**config.mk**
```make
export PLATFORM = sky130hd
export DESIGN_NAME = wb_reg_slave
export DESIGN_NICKNAME = d
export VERILOG_FILES = /design/src/rtl/wb_pkg.sv /design/src/rtl/wb_resp_delay.sv /design/src/rtl/wb_reg_slave.sv
export SDC_FILE = /design/constraint.sdc
export NUM_CORES = 1
export LEC_CHECK = 0
export BUFFER_PORTS_ARGS = -buffer_cell sky130_fd_sc_hd__buf_4
export CORE_ASPECT_RATIO = 1.75
export CORE_MARGIN = 1
export CORE_UTILIZATION = 55
export CTS_CLUSTER_DIAMETER = 40
export DETAILED_ROUTE_END_ITERATION = 8
export PLACE_DENSITY = 0.73
export SLEW_MARGIN = 10
export SYNTH_ARGS = -nofsm -noshare
export SYNTH_HDL_FRONTEND = slang
export SYNTH_SLANG_ARGS = --single-unit
```
**constraint.sdc**
```tcl
create_clock -name i_clk -period 4.04 [get_ports i_clk]
set_input_delay 0.202 -clock i_clk [delete_from_list [all_inputs] [get_ports i_clk]]
set_output_delay 0.202 -clock i_clk [all_outputs]
set_load 0.01 [all_outputs]
```
**src/rtl/wb_pkg.sv**
```systemverilog
// Shared Wishbone widths, request bundle, responder FSM states and the
// byte-lane merge used by wb_reg_slave.
package wb_pkg;
    localparam int WB_ADDR_W = 30;
    localparam int WB_DATA_W = 32;
    localparam int WB_SEL_W  = 4;

    typedef struct packed {
        logic                 we;
        logic [WB_ADDR_W-1:0] addr;
        logic [WB_DATA_W-1:0] data;
        logic [WB_SEL_W-1:0]  sel;
    } wb_req_t;

    typedef enum logic [1:0] {
        IDLE = 2'd0,
        WAIT = 2'd1,
        ACK  = 2'd2
    } resp_state_t;

    function automatic logic [WB_DATA_W-1:0] merge_bytes(
        input logic [WB_DATA_W-1:0] old_val,
        input logic [WB_DATA_W-1:0] new_val,
        input logic [WB_SEL_W-1:0]  sel
    );
        logic [WB_DATA_W-1:0] r;
        r = old_val;
        for (int n = 0; n < WB_SEL_W; n++) begin
            if (sel[n]) r[8*n +: 8] = new_val[8*n +: 8];
        end
        return r;
    endfunction
endpackage

```
**src/rtl/wb_resp_delay.sv**
```systemverilog
// Response timing for wb_reg_slave: wait-state counter, ack/err pulse generation
// and abort of a pending response when the bus cycle is dropped.
module wb_resp_delay
    import wb_pkg::*;
#(
    parameter int WAIT_STATES = 0
) (
    input  logic        i_clk,
    input  logic        i_reset,
    input  logic        i_cyc,
    input  logic        i_accept,
    input  logic        i_err,
    output logic        o_stall,
    output logic        o_ack,
    output logic        o_err,
    output logic        o_load,
    output resp_state_t o_state
);
    localparam logic [2:0] WS_LOAD = 3'(WAIT_STATES);

    resp_state_t state;
    logic [2:0]  cnt;
    logic        resp_err;

    assign o_state = state;

    // High on the edge that raises o_ack, so read data lands in the same cycle.
    assign o_load = i_cyc &&
                    (((state == IDLE) && i_accept && (WAIT_STATES == 0) && !i_err) ||
                     ((state == WAIT) && (cnt == 3'd1) && !resp_err));

    always_ff @(posedge i_clk) begin
        if (i_reset) begin
            state    <= IDLE;
            cnt      <= '0;
            resp_err <= 1'b0;
            o_stall  <= 1'b0;
            o_ack    <= 1'b0;
            o_err    <= 1'b0;
        end else begin
            o_ack <= 1'b0;
            o_err <= 1'b0;
            if (!i_cyc) begin
                state   <= IDLE;
                o_stall <= 1'b0;
            end else begin
                case (state)
                    IDLE: begin
                        if (i_accept) begin
                            if (WAIT_STATES == 0) begin
                                o_ack <= !i_err;
                                o_err <= i_err;
                            end else begin
                                state    <= WAIT;
                                cnt      <= WS_LOAD;
                                resp_err <= i_err;
                                o_stall  <= 1'b1;
                            end
                        end
                    end
                    WAIT: begin
                        cnt <= cnt - 3'd1;
                        if (cnt == 3'd1) begin
                            state <= ACK;
                            o_ack <= !resp_err;
                            o_err <= resp_err;
                        end
                    end
                    ACK: begin
                        state   <= IDLE;
                        o_stall <= 1'b0;
                    end
                    default: begin
                        state   <= IDLE;
                        o_stall <= 1'b0;
                    end
                endcase
            end
        end
    end
endmodule

```
**src/rtl/wb_reg_slave.sv**
```systemverilog
// Pipelined Wishbone B4 register-file responder; reg0[7:0] drives the LEDs.
// Define WB_REG_SLAVE_ERR_EN to answer out-of-range accesses with o_wb_err.
module wb_reg_slave
    import wb_pkg::*;
#(
    parameter int          NREGS       = 16,
    parameter int          WAIT_STATES = 0,
    parameter logic [31:0] ID_VALUE    = 32'h5742_0001
) (
    input  logic        i_clk,
    input  logic        i_reset,
    input  logic        i_wb_cyc,
    input  logic        i_wb_stb,
    input  logic        i_wb_we,
    input  logic [29:0] i_wb_addr,
    input  logic [31:0] i_wb_data,
    input  logic [3:0]  i_wb_sel,
    output logic        o_wb_stall,
    output logic        o_wb_ack,
    output logic        o_wb_err,
    output logic [31:0] o_wb_data,
    output logic [7:0]  o_leds
);
    localparam int               IDX_W = $clog2(NREGS);
    localparam logic [IDX_W-1:0] LAST  = IDX_W'(NREGS - 1);

    logic [WB_DATA_W-1:0] regs [NREGS];
    wb_req_t              req;
    logic [IDX_W-1:0]     idx;
    logic                 accept;
    logic                 in_range;
    logic                 err_cond;
    logic                 load;
    logic                 pend_rd;
    logic                 fire_rd;
    logic [WB_DATA_W-1:0] rd_now;
    logic [WB_DATA_W-1:0] pend_data;
    logic [WB_DATA_W-1:0] fire_data;
    resp_state_t          resp_state;

    assign req      = '{we: i_wb_we, addr: i_wb_addr, data: i_wb_data, sel: i_wb_sel};
    assign accept   = i_wb_cyc & i_wb_stb & ~o_wb_stall;
    assign idx      = req.addr[IDX_W-1:0];
    assign in_range = ~|req.addr[WB_ADDR_W-1:IDX_W];

`ifdef WB_REG_SLAVE_ERR_EN
    assign err_cond = ~in_range;
`else
    assign err_cond = 1'b0;
`endif

    always_comb begin
        rd_now = '0;
        if (in_range) rd_now = (idx == LAST) ? ID_VALUE : regs[idx];
    end

    // A zero-wait ack fires on the accept edge itself; otherwise use the captured read.
    assign fire_rd   = load & ((resp_state == IDLE) ? ~req.we : pend_rd);
    assign fire_data = (resp_state == IDLE) ? rd_now : pend_data;

    always_ff @(posedge i_clk) begin
        if (i_reset) begin
            for (int i = 0; i < NREGS; i++) regs[i] <= '0;
            pend_rd   <= 1'b0;
            pend_data <= '0;
            o_wb_data <= '0;
        end else begin
            if (accept) begin
                pend_rd   <= ~req.we;
                pend_data <= rd_now;
            end
            if (accept && req.we && in_range && (idx != LAST)) begin
                regs[idx] <= merge_bytes(regs[idx], req.data, req.sel);
            end
            if (fire_rd) o_wb_data <= fire_data;
        end
    end

    assign o_leds = regs[0][7:0];

    wb_resp_delay #(
        .WAIT_STATES(WAIT_STATES)
    ) u_resp (
        .i_clk   (i_clk),
        .i_reset (i_reset),
        .i_cyc   (i_wb_cyc),
        .i_accept(accept),
        .i_err   (err_cond),
        .o_stall (o_wb_stall),
        .o_ack   (o_wb_ack),
        .o_err   (o_wb_err),
        .o_load  (load),
        .o_state (resp_state)
    );
endmodule

```
==> impl_metrics.env, run 1 <==
export IMPL_ys_seq_area_frac=0.6551
export IMPL_area_growth_pct=12.88
export IMPL_finalInstanceArea_mm2=0.02763
export IMPL_detail_route_first_pass_iterations=7
export IMPL_rsz0062_at_grt="false"
export IMPL_cts_sinks=545
export IMPL_num_antenna_cells=0
export IMPL_tightest_slew_ns=1.246
export IMPL_gp_congestion=0.8276
export IMPL_critPathCapture="regs[12][22]"
export IMPL_drt_iter0_markers=1491
export IMPL_rrSetupSlack_ns=1.74
export IMPL_nFillCells=3102
export IMPL_syn_cell_area_mm2=0.02448
export IMPL_synthArstFlopShare=0
export IMPL_portBuffers=111
export IMPL_die_y_um=281.1
export IMPL_startpoint="i_wb_cyc"
export IMPL_dp_hpwl_mm=39.31
export IMPL_die_area_mm2=0.04538
export IMPL_wl_mm=65.66
export IMPL_cts_hold_fix_buffers=2
export IMPL_dp_cells=2219
export IMPL_grt_pass1_vias=15830
export IMPL_clkLatencyLatePin_ns=0.59
export IMPL_syn_avg_cell_area_um2=15.18
export IMPL_grt_pass1_wl_mm=97.87
export IMPL_h_tree_depth=2
export IMPL_drc=0
export IMPL_synthDistinctLibCells=39
export IMPL_crit_type="input port to flop"
export IMPL_synth_top_area_share=0.6282
export IMPL_reg2reg_depth=4
export IMPL_r2r_end="regs[5][12]"
export IMPL_start_kind="input port"
export IMPL_initial_utilization=0.5614
export IMPL_total_power_mw=12.39
export IMPL_hold_path_class="input port to flop"
export IMPL_cts_root_buf="clkbuf_16"
export IMPL_post_place_ws_ns=1.120
export IMPL_slowest_stage="dlygate4sd3_1"
export IMPL_clk_path_buf_depth=3
export IMPL_p_per_area_mw_per_mm2=448.3
export IMPL_core_mm2=0.04360
export IMPL_utilization=0.6337
export IMPL_relSlewSlack=0.1662
export IMPL_cts_resized=0
export IMPL_setup_viol=0
export IMPL_wire_per_inst_um=28.36
export IMPL_hold_viol=0
export IMPL_max_stage_delay_ns=0.53
export IMPL_fin_crit_ns=2.629
export IMPL_cp_arrival_ns=2.84
export IMPL_postPlaceCellArea_mm2=0.02594
export IMPL_r2r_start="regs[5][12]"
export IMPL_cp_max_fo=26
export IMPL_outcome="complete, no violations"
export IMPL_num_vias=15130
export IMPL_synth_edf_count=512
export IMPL_cts_setup_buffers=0
export IMPL_num_rows=101
export IMPL_maxCapViolCount=0
export IMPL_grt_total_usage=0.2981
export IMPL_synth_seq_cells=545
export IMPL_required_ns=4.25
export IMPL_tritoncts="built"
export IMPL_max_freq_ghz=0.3804
export IMPL_final_period_utilization=0.6507
export IMPL_syn_inst=1612
export IMPL_ant_nets=0
export IMPL_whs_ns=0.1226
export IMPL_drive_gt1_frac=0.2584
export IMPL_yosysWarnings=0
export IMPL_regArea_mm2=0.01604
export IMPL_fin_ws_ns=1.411
export IMPL_clkTransAtPathRegs_ns=0.06
export IMPL_multi_input_area_mm2=0.007672
export IMPL_grt_max_degree=63
export IMPL_report_final_slew_viol_count=0
export IMPL_critPathMostFrequentCell="buf_4"
export IMPL_crit_path_cell_trace="dlygate4sd3_1 > buf_4 > and3b_1 > and4_1 > nand4_1 > nand2b_2 > buf_4"
export IMPL_antenna_found_initial=0
export IMPL_die_w_um=161.5
export IMPL_layout_nets=1779
export IMPL_tns_ns=0
export IMPL_yosys_area_top_type="edfxtp_1"
export IMPL_synth_area_top_cells="edfxtp_1, mux4_2, nor2_1, a211oi_1, dfxtp_1"
export IMPL_ys_flop_type="edfxtp_1"
export IMPL_ir_drop_mv=0.4445
export IMPL_cts_buffers=51
export IMPL_gr_total_overflow=0
export IMPL_via_per_inst=6.537
export IMPL_pin_count=114
export IMPL_final_cells=2315
export IMPL_total_leakage_power_nw=9.690
export IMPL_end_kind="flop"
export IMPL_clock_skew_ns=0.01736
[cells in the mapped netlist, types with 2 or more instances]
cell / n
nor4_1: 6
a211oi_1: 120
o22a_1: 24
a2111oi_0: 8
buf_6: 17
nand2_1: 35
mux2_2: 32
clkbuf_1: 88
edfxtp_1: 512
clkinv_1: 3
buf_2: 24
buf_1: 4
o21ai_0: 48
a22o_1: 8
dfxtp_1: 33
and4_1: 2
clkbuf_2: 2
nor2_1: 370
nand2b_1: 41
a31oi_1: 2
mux2i_1: 16
mux4_2: 128
inv_1: 2
o221ai_4: 19
and3_1: 2
o221ai_2: 5
nand4_1: 18
buf_4: 32
[placed cells by master, fill, tap and decap left out, types with 19 or more instances in the layout]
cell       count
conb_1        34
nand2_1       35
clkbuf_16     53
mux2_2        32
dfxtp_1       33
o221ai_4      19
o21ai_0       48
edfxtp_1     512
buf_4        161
mux4_2       128
nand2b_1      26
o22a_1        24
nor2_1       370
a211oi_1     120
[worst min path at each step]
stage / start / endpoint / slack [ns] / cells past startpoint
3_5_place_dp: o_wb_data[12] / o_wb_data[12] / 0.45 / 2
5_1_grt: i_wb_we / o_wb_data[0] / 0.13 / 3
4_1_cts: i_wb_we / o_wb_data[26] / 0.10 / 3
2_1_floorplan: i_wb_cyc / u_resp.o_ack / 0.40 / 1
6_report: i_wb_we / o_wb_data[26] / 0.12 / 3
3_3_place_gp: o_wb_data[11] / o_wb_data[11] / 0.44 / 2
[report_power, final]
group          total [mW]  internal [mW]  switching (mW)
Combinational        1.12          0.398           0.718
Clock                4.87           2.80            2.07
Sequential           6.40           6.34          0.0542
Total                12.4           9.54            2.84
[state kept, by name (all words and copies together), names as in the netlist]
name,cells
u_resp.o_ack,1
o_wb_data,32
regs,512
[worst max-delay path: cells and delay by family]
kind | cells | cell delay, ns
buf+inv | 3 | 1.18
simple gates | 4 | 1.43
[logic make-up after synthesis]
group	after synthesis	share of synthesized area
DFF	545	0.6551
AOI/OAI and AO/OA	234	0.08491
other	1	0.0001532
buffers and inverters	174	0.03859
muxes	176	0.1390
and+or+nand+nor	482	0.08215
[layout make-up]
class                      count  share of cell area
tap                          566             0.02563
timing repair buffer         178             0.05502
clock buffer                  71             0.05045
inverter                       6           0.0008151
sequential                   545              0.5804
multi-input combinational    926              0.2777
clock inverter                23             0.01001
[layer usage]
metal,track usage,wire length [um],vias up
met3,0.03616,4647,214
li1,-,-,6382
met4,0.1674,3657,0
met2,0.5315,35140,853
met5,0,0,-
met1,0.3473,22210,7685
Power figures use the tool's default switching activity.
==> run 2, diff against run 1 <==
--- a/config.mk
+++ b/config.mk
@@ -11,7 +11,7 @@
 export CORE_UTILIZATION = 55
 export CTS_CLUSTER_DIAMETER = 40
 export DETAILED_ROUTE_END_ITERATION = 8
-export PLACE_DENSITY = 0.73
+export PLACE_DENSITY = 0.75
 export SLEW_MARGIN = 10
 export SYNTH_ARGS = -nofsm -noshare
 export SYNTH_HDL_FRONTEND = slang
==> constraint.sdc (replaced) <==
create_clock -name i_clk -period 2.4 [get_ports i_clk]
set_input_delay 0.12 -clock i_clk [delete_from_list [all_inputs] [get_ports i_clk]]
set_output_delay 0.12 -clock i_clk [all_outputs]
set_load 0.01 [all_outputs]
==> run 2 against run 1 <==
Compared with the run above:
- worst hold slack worse by 0.093 ns
- global-route usage up 0.16 points
- combinational power up 92%
- largest power group unchanged
- clock-buffer cell count down 7
- via count up 2.3%
- highest routed layer unchanged
- final cell count up 3.4%
- sequential power up 69%
- die area unchanged
==> impl_metrics.env, run 2 (synthesis results as in run 1) <==
export IMPL_hold_viol=0
export IMPL_required_ns=2.81
export IMPL_maxCapViolCount=0
export IMPL_gr_total_overflow=0
export IMPL_fin_crit_ns=2.383
export IMPL_drive_gt1_frac=0.2899
export IMPL_ir_drop_mv=0.5741
export IMPL_area_growth_pct=16.62
export IMPL_postPlaceCellArea_mm2=0.02697
export IMPL_dp_hpwl_mm=42.88
export IMPL_start_kind="flop"
export IMPL_slowest_stage="o21ai_0"
export IMPL_antenna_found_initial=0
export IMPL_ant_nets=0
export IMPL_max_freq_ghz=0.4196
export IMPL_rrSetupSlack_ns=0.02
export IMPL_num_vias=15480
export IMPL_grt_max_degree=54
export IMPL_cts_buffers=49
export IMPL_initial_utilization=0.5614
export IMPL_cp_arrival_ns=2.80
export IMPL_grt_pass1_wl_mm=98.10
export IMPL_cp_max_fo=2
export IMPL_regArea_mm2=0.01604
export IMPL_relSlewSlack=0.2349
export IMPL_largest_reg_flops=512
export IMPL_crit_path_cell_trace="mux4_2 > mux2_2 > o21ai_0 > o21ai_0"
export IMPL_portBuffers=111
export IMPL_finalInstanceArea_mm2=0.02854
export IMPL_tightest_slew_ns=1.143
export IMPL_die_y_um=281.1
export IMPL_multi_input_area_mm2=0.007672
export IMPL_h_tree_depth=2
export IMPL_final_common_cell="edfxtp_1"
export IMPL_die_area_mm2=0.04538
export IMPL_num_antenna_cells=0
export IMPL_core_mm2=0.04360
export IMPL_detail_route_first_pass_iterations=5
export IMPL_largestRegisters="regs x512, o_wb_data x32, u_resp.o_ack x1"
export IMPL_clkLatencyLatePin_ns=0.58
export IMPL_layout_common_cells="edfxtp_1, nor2_1, buf_4"
export IMPL_grt_pass1_vias=16250
export IMPL_p_per_area_mw_per_mm2=721.7
export IMPL_pin_count=114
export IMPL_drt_iter0_markers=1617
export IMPL_regMostFlops="regs"
export IMPL_gp_congestion=0.9031
export IMPL_die_w_um=161.5
export IMPL_nFillCells=3013
export IMPL_cts_resized=0
export IMPL_total_leakage_power_nw=10.18
export IMPL_hold_path_class="input port to flop"
export IMPL_max_stage_delay_ns=0.81
export IMPL_whs_ns=0.02945
export IMPL_via_per_inst=6.467
export IMPL_clkTransAtPathRegs_ns=0.07
export IMPL_crit_type="flop to flop"
export IMPL_cts_setup_buffers=0
export IMPL_end_kind="flop"
export IMPL_tritoncts="built"
export IMPL_critPathMostFrequentCell="o21ai_0"
export IMPL_rsz0062_at_grt="false"
export IMPL_num_rows=101
export IMPL_report_final_slew_viol_count=0
export IMPL_setup_viol=0
export IMPL_wire_per_inst_um=27.71
export IMPL_drc=0
export IMPL_layout_nets=1860
export IMPL_clk_path_buf_depth=3
export IMPL_final_period_utilization=0.9930
export IMPL_outcome="complete, no violations"
export IMPL_wl_mm=66.34
export IMPL_clock_skew_ns=0.01359
export IMPL_cts_sinks=545
export IMPL_cts_root_buf="clkbuf_16"
export IMPL_grt_total_usage=0.2997
==> run 2: critical path: cells and delay by family, from the launching register on <==
family	cells	cell delay, ns
flip-flops	1	0.38
multiplexers	2	0.83
AO/OA/AOI/OAI	2	1.01
==> run 2: layer usage <==
layer / vias up / GRT usage / wire length [um]
met2: 931 / 0.5380 / 35120
li1: 6554 / - / -
met5: - / 0 / 0
met4: 0 / 0.1909 / 4370
met1: 7756 / 0.3355 / 21590
met3: 241 / 0.03689 / 5256
==> run 2: final timing paths <==
| path | start | endpoint | cells after the start |
|---|---|---|---|
| hold reg to reg | o_wb_data[27] | o_wb_data[27] | 2 |
| hold / removal | i_wb_we | o_wb_data[17] | 3 |
| setup reg to reg | regs[13][10] | o_wb_data[10] | 4 |
| setup / recovery | regs[13][10] | o_wb_data[10] | 4 |
==> run 2: timing repair <==
| item | 4_1_cts | 5_1_grt |
|---|---|---|
| endpoints found under the setup margin | 0 | 0 |
| hold buffers | 3 | 0 |
| endpoints found under the hold margin | 2 | 0 |
==> run 2: power breakdown <==
group          switching, mW  internal, mW
Combinational           1.27         0.887
Clock                   3.43          4.24
Sequential            0.0980          10.7
==> run 2: final cells by class <==
cell class / instances / area share
Sequential cell: 545 / 0.5618
Clock buffer: 64 / 0.04642
Clock inverter: 26 / 0.007759
Tap cell: 566 / 0.02481
Multi-Input combinational cell: 926 / 0.2688
Timing Repair Buffer: 261 / 0.08964
Inverter: 6 / 0.0007890
==> run 2: metrics by stage <==
step,total power [mW],cells,util,worst slack (ns),setup TNS (ns)
floorplan,12.22,1645,-,0.02777,0
global placement,13.04,2301,0.6185,-0.2456,-0.2456
detailed placement,13.10,2301,0.6185,-0.2452,-0.2452
CTS,20.62,2394,0.6547,0.1042,0
global route,21.06,2394,0.6547,0.1130,0
finish,20.60,2394,0.6547,0.01675,0
